## src/rtl/xor2_sched_pkg.sv

```systemverilog
// Shared widths, FSM encoding and ID-width helper for the XOR2 kernel scheduler.
package xor2_sched_pkg;
    localparam int OPW    = 8;
    localparam int YW     = 7;
    localparam int OPND_W = 4 * OPW;

    typedef enum logic [1:0] {
        IDLE   = 2'd0,
        SETTLE = 2'd1,
        RESP   = 2'd2
    } state_e;

    function automatic int idw(input int n);
        return (n <= 2) ? 1 : $clog2(n);
    endfunction
endpackage

```

## src/rtl/xor2_kernel_sched_rr_arbiter.sv

```systemverilog
// Combinational round-robin arbiter: first asserted request at or after ptr wins.
module rr_arbiter
    import xor2_sched_pkg::*;
#(
    parameter int N  = 4,
    parameter int IW = idw(N)
) (
    input  logic [N-1:0]  req,
    input  logic [IW-1:0] ptr,
    output logic [N-1:0]  gnt,
    output logic [IW-1:0] gnt_idx
);
    logic          found;
    logic [IW:0]   pos;

    always_comb begin
        gnt     = '0;
        gnt_idx = '0;
        found   = 1'b0;
        pos     = '0;
        for (int i = 0; i < N; i++) begin
            // One extra bit so ptr+i cannot overflow before the wrap.
            pos = {1'b0, ptr} + (IW+1)'(i);
            if (pos >= (IW+1)'(N)) begin
                pos = pos - (IW+1)'(N);
            end
            if (!found && req[pos[IW-1:0]]) begin
                gnt[pos[IW-1:0]] = 1'b1;
                gnt_idx          = pos[IW-1:0];
                found            = 1'b1;
            end
        end
    end
endmodule

```

## src/rtl/xor2_kernel_sched.sv

```systemverilog
// Time-shares one XOR-of-NAND kernel among NREQ requesters with a fixed settle window.
// Optional statistics counters are built when XOR2_SCHED_STATS_EN is defined.
module xor2_kernel_sched
    import xor2_sched_pkg::*;
#(
    parameter int NREQ       = 4,
    parameter int SETTLE_CYC = 2,
    parameter int IDW        = idw(NREQ)
) (
    input  logic                   clk,
    input  logic                   rst,
    input  logic [NREQ-1:0]        req_valid,
    output logic [NREQ-1:0]        req_ready,
    input  logic [NREQ*OPND_W-1:0] req_opnd,
    output logic                   rsp_valid,
    input  logic                   rsp_ready,
    output logic [YW-1:0]          rsp_y,
    output logic [IDW-1:0]         rsp_id,
    output logic [OPW-1:0]         kern_a0,
    output logic [OPW-1:0]         kern_b0,
    output logic [OPW-1:0]         kern_a1,
    output logic [OPW-1:0]         kern_b1,
    input  logic [YW-1:0]          kern_y,
    output logic                   busy
`ifdef XOR2_SCHED_STATS_EN
    ,
    output logic [15:0]            stat_ops,
    output logic [15:0]            stat_stall
`endif
);
    localparam int CW = 4;

    state_e              state_q, state_d;
    logic [CW-1:0]       cnt_q, cnt_d;
    logic [IDW-1:0]      ptr_q, ptr_d;
    logic [IDW-1:0]      id_q, id_d;
    logic [IDW-1:0]      rsp_id_q, rsp_id_d;
    logic [OPND_W-1:0]   kern_q, kern_d;
    logic [YW-1:0]       rsp_y_q, rsp_y_d;
    logic                rsp_valid_q, rsp_valid_d;

    logic [NREQ-1:0]     gnt;
    logic [IDW-1:0]      gnt_idx;
    logic [OPND_W-1:0]   sel_opnd;
    logic [IDW:0]        ptr_nxt;

    rr_arbiter #(.N(NREQ), .IW(IDW)) u_arb (
        .req     (req_valid),
        .ptr     (ptr_q),
        .gnt     (gnt),
        .gnt_idx (gnt_idx)
    );

    // Grants are offered only while idle and never during reset.
    assign req_ready = (state_q == IDLE && !rst) ? gnt : '0;

    always_comb begin
        sel_opnd = '0;
        for (int i = 0; i < NREQ; i++) begin
            if (gnt[i]) begin
                sel_opnd = req_opnd[i*OPND_W +: OPND_W];
            end
        end
        ptr_nxt = {1'b0, gnt_idx} + (IDW+1)'(1);
        if (ptr_nxt >= (IDW+1)'(NREQ)) begin
            ptr_nxt = '0;
        end
    end

    always_comb begin
        state_d     = state_q;
        cnt_d       = cnt_q;
        ptr_d       = ptr_q;
        id_d        = id_q;
        kern_d      = kern_q;
        rsp_y_d     = rsp_y_q;
        rsp_id_d    = rsp_id_q;
        rsp_valid_d = rsp_valid_q;
        case (state_q)
            IDLE: begin
                if (|(req_valid & req_ready)) begin
                    kern_d  = sel_opnd;
                    id_d    = gnt_idx;
                    cnt_d   = CW'(SETTLE_CYC - 1);
                    ptr_d   = ptr_nxt[IDW-1:0];
                    state_d = SETTLE;
                end
            end
            SETTLE: begin
                if (cnt_q == '0) begin
                    rsp_y_d     = kern_y;
                    rsp_id_d    = id_q;
                    rsp_valid_d = 1'b1;
                    state_d     = RESP;
                end else begin
                    cnt_d = cnt_q - CW'(1);
                end
            end
            RESP: begin
                if (rsp_ready) begin
                    rsp_valid_d = 1'b0;
                    state_d     = IDLE;
                end
            end
            default: state_d = IDLE;
        endcase
    end

    always_ff @(posedge clk or posedge rst) begin
        if (rst) begin
            state_q     <= IDLE;
            cnt_q       <= '0;
            ptr_q       <= '0;
            id_q        <= '0;
            kern_q      <= '0;
            rsp_y_q     <= '0;
            rsp_id_q    <= '0;
            rsp_valid_q <= 1'b0;
        end else begin
            state_q     <= state_d;
            cnt_q       <= cnt_d;
            ptr_q       <= ptr_d;
            id_q        <= id_d;
            kern_q      <= kern_d;
            rsp_y_q     <= rsp_y_d;
            rsp_id_q    <= rsp_id_d;
            rsp_valid_q <= rsp_valid_d;
        end
    end

    assign {kern_a0, kern_b0, kern_a1, kern_b1} = kern_q;
    assign rsp_valid = rsp_valid_q;
    assign rsp_y     = rsp_y_q;
    assign rsp_id    = rsp_id_q;
    assign busy      = (state_q != IDLE);

`ifdef XOR2_SCHED_STATS_EN
    logic [15:0] ops_q, ops_d, stall_q, stall_d;

    always_comb begin
        ops_d   = ops_q;
        stall_d = stall_q;
        if (state_q == RESP && rsp_ready && ops_q != 16'hFFFF) begin
            ops_d = ops_q + 16'd1;
        end
        if (state_q == RESP && !rsp_ready && stall_q != 16'hFFFF) begin
            stall_d = stall_q + 16'd1;
        end
    end

    always_ff @(posedge clk or posedge rst) begin
        if (rst) begin
            ops_q   <= '0;
            stall_q <= '0;
        end else begin
            ops_q   <= ops_d;
            stall_q <= stall_d;
        end
    end

    assign stat_ops   = ops_q;
    assign stat_stall = stall_q;
`endif
endmodule

```

## config.mk

```make
export PLATFORM = sky130hd
export DESIGN_NAME = xor2_kernel_sched
export DESIGN_NICKNAME = d
export VERILOG_FILES = /design/src/rtl/xor2_sched_pkg.sv /design/src/rtl/xor2_kernel_sched_rr_arbiter.sv /design/src/rtl/xor2_kernel_sched.sv
export SDC_FILE = /design/constraint.sdc
export NUM_CORES = 1
export LEC_CHECK = 0
export ABC_AREA = 1
export BUFFER_PORTS_ARGS = -buffer_cell sky130_fd_sc_hd__buf_2
export CAP_MARGIN = 20
export CORE_MARGIN = 8
export CORE_UTILIZATION = 45
export CTS_CLUSTER_DIAMETER = 150
export DETAILED_ROUTE_END_ITERATION = 8
export GPL_ROUTABILITY_DRIVEN = 0
export PLACE_DENSITY_LB_ADDON = 0.2
export SYNTH_ARGS = -nofsm -noshare
export SYNTH_HDL_FRONTEND = slang
export SYNTH_HIERARCHICAL = 1
export SYNTH_SLANG_ARGS = --single-unit
```

## constraint.sdc

```tcl
create_clock -name clk -period 2.97 [get_ports clk]
set_clock_uncertainty 0.2 [all_clocks]
set_input_delay 0.297 -clock clk [delete_from_list [all_inputs] [get_ports clk]]
set_output_delay 0.297 -clock clk [all_outputs]
set_load 0.02 [all_outputs]
```

==> results.sh, run 1 <==
export IMPL_die_h_um=106
export IMPL_hpwl_um=9810
export IMPL_clk_pin_slew_ns=0.10
export IMPL_die_width_um=106
export IMPL_synth_cells=551
export IMPL_grt_ovfl_total=0
export IMPL_diodes=0
export IMPL_drv_cap=0
export IMPL_first_iter_violations=338
export IMPL_grt_usage=0.223
export IMPL_path_max_fanout=16
export IMPL_dpl_cell_area_sq_mm=0.00469
export IMPL_totalWireLength_um=12600
export IMPL_ys_top_cells_by_area="dfrtp_1, nand2_1, o211ai_1, a21oi_1, nand3_1"
export IMPL_min_period_ns=2.85
export IMPL_antenna_found_initial=0
export IMPL_dr_pass1_iters=7
export IMPL_wire_per_inst_um=14.9
export IMPL_final_core_util=0.607
export IMPL_ys_ff_latch=52
export IMPL_ys_types=30
export IMPL_seq_area_frac_synth=0.357
export IMPL_cts_tree="yes"
export IMPL_drc=0
export IMPL_synth_area_sq_mm=0.00364
export IMPL_num_vias=4259
export IMPL_port_buffers=188
export IMPL_clk_latency_ns=0.31
export IMPL_cp_start_kind="register"
export IMPL_status="completed"
export IMPL_cp_arrival_ns=2.35
export IMPL_die_area_sq_mm=0.0112
export IMPL_drv_slew=0
export IMPL_dp_cells=830
export IMPL_yosys_area_top_type="dfrtp_1"
export IMPL_hold_end="rsp_y[5]"
export IMPL_cp_data_required_time_ns=2.47
export IMPL_postRouteAntennaNets=0
export IMPL_postLayoutCellArea_sq_mm=0.00486
export IMPL_nNetsFinal=888
export IMPL_drive_gt1_frac=0.326
export IMPL_endpoint_kind="output pin"
export IMPL_ys_warn_count=6
export IMPL_setup_viol_count_final=0
export IMPL_syn2layout_area_growth_pct=33.5
export IMPL_r2r_end="kern_q[9]"
export IMPL_power_mw=6.58
export IMPL_hp_start="kern_y[5]"
export IMPL_hold_path_depth=3
export IMPL_initial_core_util=0.455
export IMPL_num_rows=33
export IMPL_htree_levels=2
export IMPL_startpoint="ptr_q[0]"
export IMPL_peakVddDrop_v=0.000667
export IMPL_worstSetupPathType="register to output pin"
export IMPL_cts_buffers=5
export IMPL_synth_nets=700
export IMPL_viasPerCell=5.04
export IMPL_cts_sinks=52
export IMPL_worst_pin_slew_ns=0.712
export IMPL_synth_top_area_frac=0.357
export IMPL_slew_headroom=0.524
export IMPL_n_fill_cell=803
export IMPL_pwr_density_cell_mw_per_mm2=1350
export IMPL_io_pins=189
export IMPL_post_synth_cell_area_avg_sq_um=6.61
export IMPL_whs_ns=0.00729
export IMPL_leakage_nw=2.87
export IMPL_clock_path_buffers=2
export IMPL_timing_rr_start="ptr_q[0]"
export IMPL_reg2regPathDepth=15
export IMPL_grt_pass1_vias=4392
export IMPL_coreArea_sq_mm=0.00801
export IMPL_fin_crit_sh=0.959
export IMPL_hold_violations=0
export IMPL_regToRegSetupSlack_ns=0.31
export IMPL_tns_ns=0
export IMPL_grt_pass1_wl_um=20900
export IMPL_grt_max_degree=51
export IMPL_cts_root_buf="clkbuf_8"
export IMPL_dp_slack_ns=0.267
export IMPL_worst_slack_ns=0.122
export IMPL_timing_fmax_mhz=351
export IMPL_fin_cells=845
export IMPL_hold_class="input port to register"
cells by family after synthesis:
kind of cell / after synthesis / share of synthesized area
compound gates: 89 / 0.150
simple gates: 338 / 0.385
flops: 52 / 0.357
fa+ha+maj: 7 / 0.0240
buf+inv: 65 / 0.0835
power by group:
group / internal, mW / switching, mW
clock network: 0.167 / 0.248
registers: 1.03 / 0.195
logic: 1.82 / 3.12
total: 3.02 / 3.56
cell usage after synthesis (all sizes together):
cell	count
nand2	282
dfrtp	52
a21oi	39
inv	33
o211ai	32
nand3	30
buf	18
nor2	18
clkbuf	14
o21ai	14
ha	7
a21boi	4
nand4	4
and3	1
nand3b	1
nor3	1
or2	1
timing repair:
| action | in CTS | in global routing |
|---|---|---|
| setup endpoints to repair | 3 | 33 |
| endpoints found under the hold margin | 2 | 0 |
| hold buffers | 1 | 0 |
| buffers inserted | 0 | 6 |
| resized for setup | 3 | 3 |
final cells by class:
type,count,area [sq um],share of cell area
multi-input cells,434,2050,0.422
well taps,105,131,0.0270
inverters,33,129,0.0265
flip-flops and latches,52,1300,0.268
repair buffers,213,1150,0.237
clock inverters,3,23.8,0.00489
clock buffers,5,68.8,0.0141
critical path, stage by stage (launching register included):
cell and delay [ns]:
dfrtp_1 0.44, inv_6 0.13, ha_4 0.23, inv_2 0.08
nand3_1 0.07, nand2_1 0.12, nor2_2 0.08, a21oi_1 0.19
nand3_2 0.14, inv_1 0.15, buf_6 0.19, nor2_1 0.06
buf_2 0.16
flip-flops by register name, summed over array words and instances, names as in the netlist:
signal and cells:
state_q 2, ptr_q 2, rsp_y 7, cnt_q 4, rsp_valid 1, kern_q 32
id_q 2, rsp_id 2
per-layer routing:
layer / share of wire / track usage
met5: 0 / 0
met4: 0.014 / 0.0543
met3: 0.082 / 0.0647
met2: 0.48 / 0.379
met1: 0.42 / 0.272
worst max path at each step:
stage	slack [ns]	to
finish	0.12	req_ready[2]
global route	-0.04	req_ready[2]
CTS	0.02	req_ready[1]
detailed placement	0.27	kern_q[9]
global placement	0.37	kern_q[31]
floorplan	0.18	req_ready[1]
placed cells by master, fill, tap and decap left out, types with 5 or more instances in the layout:
cell,instances
buf_4,20
clkbuf_8,5
a21oi_1,39
inv_1,28
buf_2,188
dfrtp_1,52
nor2_1,12
nand2_1,276
nand3_1,28
ha_1,6
o211ai_1,32
o21ai_1,11
No activity file was read; power rests on OpenSTA's default activity.
==> run 2, diff against run 1 <==
RECOVER_POWER = 100   (was default)
==> run 2 against run 1 <==
Compared with the run above: register-to-register slack worse by 0.11 ns; worst setup slack improved by 0.018 ns; sequential share of layout area grew 0.32 points; critical path type unchanged; highest routed layer unchanged.
==> results.sh, run 2 (synthesis gave the netlist of run 1 again) <==
export IMPL_pwr_density_cell_mw_per_mm2=1350
export IMPL_die_width_um=106
export IMPL_drc=0
export IMPL_crit_slowest_cell="dfrtp_1"
export IMPL_cp_top_family="buffers and inverters"
export IMPL_die_h_um=106
export IMPL_num_vias=4220
export IMPL_syn2layout_area_growth_pct=31.9
export IMPL_power_mw=6.50
export IMPL_whs_ns=0.0213
export IMPL_postLayoutCellArea_sq_mm=0.00481
export IMPL_viasPerCell=4.99
export IMPL_r2r_end="cnt_q[2]"
export IMPL_regToRegSetupSlack_ns=0.20
export IMPL_endpoint_kind="output pin"
export IMPL_grt_ovfl_total=0
export IMPL_slew_headroom=0.178
export IMPL_hold_violations=0
export IMPL_worstSetupPathType="register to output pin"
export IMPL_cts_tree="yes"
export IMPL_cts_buffers=5
export IMPL_cts_root_buf="clkbuf_8"
export IMPL_initial_core_util=0.455
export IMPL_tns_ns=0
export IMPL_diodes=0
export IMPL_grt_usage=0.223
export IMPL_postRouteAntennaNets=0
export IMPL_die_area_sq_mm=0.0112
export IMPL_htree_levels=2
export IMPL_drive_gt1_frac=0.269
export IMPL_hp_start="kern_y[5]"
export IMPL_grt_pass1_vias=4392
export IMPL_hold_end="rsp_y[5]"
export IMPL_grt_max_degree=51
export IMPL_totalWireLength_um=12600
export IMPL_largest_reg_flops=32
export IMPL_reg2regPathDepth=15
export IMPL_crit_path_max_incr_delay_ns=0.44
export IMPL_crit_buf_inv=5
export IMPL_drv_slew=0
export IMPL_cts_sinks=52
export IMPL_cp_arrival_ns=2.33
export IMPL_drv_cap=0
export IMPL_fin_crit_sh=0.953
export IMPL_num_rows=33
export IMPL_grt_pass1_wl_um=20900
export IMPL_path_cells="inv_6 -> ha_4 -> inv_2 -> nand3_1 -> nand2_1 -> nor2_2 -> a21oi_1 -> nand3_2 -> inv_1 -> buf_6 -> nor2_1 -> buf_2"
export IMPL_timing_rr_start="ptr_q[0]"
export IMPL_peakVddDrop_v=0.000659
export IMPL_timing_fmax_mhz=353
export IMPL_hold_class="input port to register"
export IMPL_dr_pass1_iters=5
export IMPL_clock_path_buffers=2
export IMPL_worst_slack_ns=0.140
export IMPL_clk_pin_slew_ns=0.10
export IMPL_layout_common_cells="nand2_1, buf_2, dfrtp_1"
export IMPL_cp_data_required_time_ns=2.47
export IMPL_worst_pin_slew_ns=1.23
export IMPL_first_iter_violations=320
export IMPL_antenna_found_initial=0
export IMPL_hpwl_um=9810
export IMPL_path_max_fanout=16
export IMPL_regMostFlops="kern_q"
export IMPL_port_buffers=188
export IMPL_cp_start_kind="register"
export IMPL_io_pins=189
export IMPL_setup_viol_count_final=0
export IMPL_dp_slack_ns=0.267
export IMPL_coreArea_sq_mm=0.00801
export IMPL_hold_path_depth=3
export IMPL_clk_latency_ns=0.31
export IMPL_nNetsFinal=888
export IMPL_leakage_nw=2.72
export IMPL_dpl_cell_area_sq_mm=0.00469
export IMPL_status="completed"
export IMPL_min_period_ns=2.83
export IMPL_wire_per_inst_um=14.9
export IMPL_final_common_cell="nand2_1"
## run 2: changes by cell type in the layout (fill, tap and decap cells not counted), sizes merged
cell,previous run,this run
clkbuf,5,49
buf,212,168
## run 2: worst reg2reg max path, delay by kind of cell (launching register included)
| kind | cells | cell delay [ns] |
|---|---|---|
| AOI/OAI and AO/OA | 1 | 0.18 |
| buffers and inverters | 3 | 0.50 |
| DFF | 1 | 0.44 |
| and+or+nand+nor | 10 | 1.13 |
| adders and majority gates | 1 | 0.23 |
## run 2: routing by layer
| metal | vias up | GRT usage | share of wire |
|---|---|---|---|
| met2 | 200 | 0.379 | 0.49 |
| met3 | 17 | 0.0647 | 0.087 |
| met5 | - | 0 | 0 |
| met1 | 1864 | 0.272 | 0.41 |
| met4 | 0 | 0.0543 | 0.013 |
| li1 | 2139 | - | - |
## run 2: timing repair
item / CTS / global route
pin swaps: 0 / 0
hold endpoints to repair: 2 / 0
hold buffers: 1 / 0
gates resized for setup: 3 / 3
setup endpoints to repair: 3 / 33
setup buffers: 0 / 6
## run 2: cell type report
type | instances | area (sq um)
clock buffers | 5 | 68.8
clock inverters | 3 | 23.8
fillers | 820 | 3200
inverters | 33 | 129
multi-input cells | 434 | 2050
flip-flops and latches | 52 | 1300
well taps | 105 | 131
repair buffers | 213 | 1100
## run 2: how the worst max path moves through the flow
stage | endpoint | startpoint | slack [ns] | cells after the start
floorplan | req_ready[1] | ptr_q[1] | 0.18 | 12
finish | req_ready[2] | ptr_q[0] | 0.14 | 12
detailed placement | kern_q[9] | ptr_q[0] | 0.27 | 15
global placement | kern_q[31] | ptr_q[0] | 0.37 | 16
CTS | req_ready[1] | ptr_q[0] | 0.02 | 12
global route | req_ready[2] | ptr_q[0] | -0.04 | 13
## run 2: power breakdown
group / switching, mW / internal (mW)
Clock: 0.247 / 0.167
Sequential: 0.201 / 1.03
Combinational: 3.12 / 1.74
## run 2: stage by stage
step | util | instances
after global placement | 0.585 | 830
after global routing | 0.600 | 845
after CTS | 0.599 | 839
after floorplan | - | 551
after detailed placement | 0.585 | 830
final | 0.600 | 845
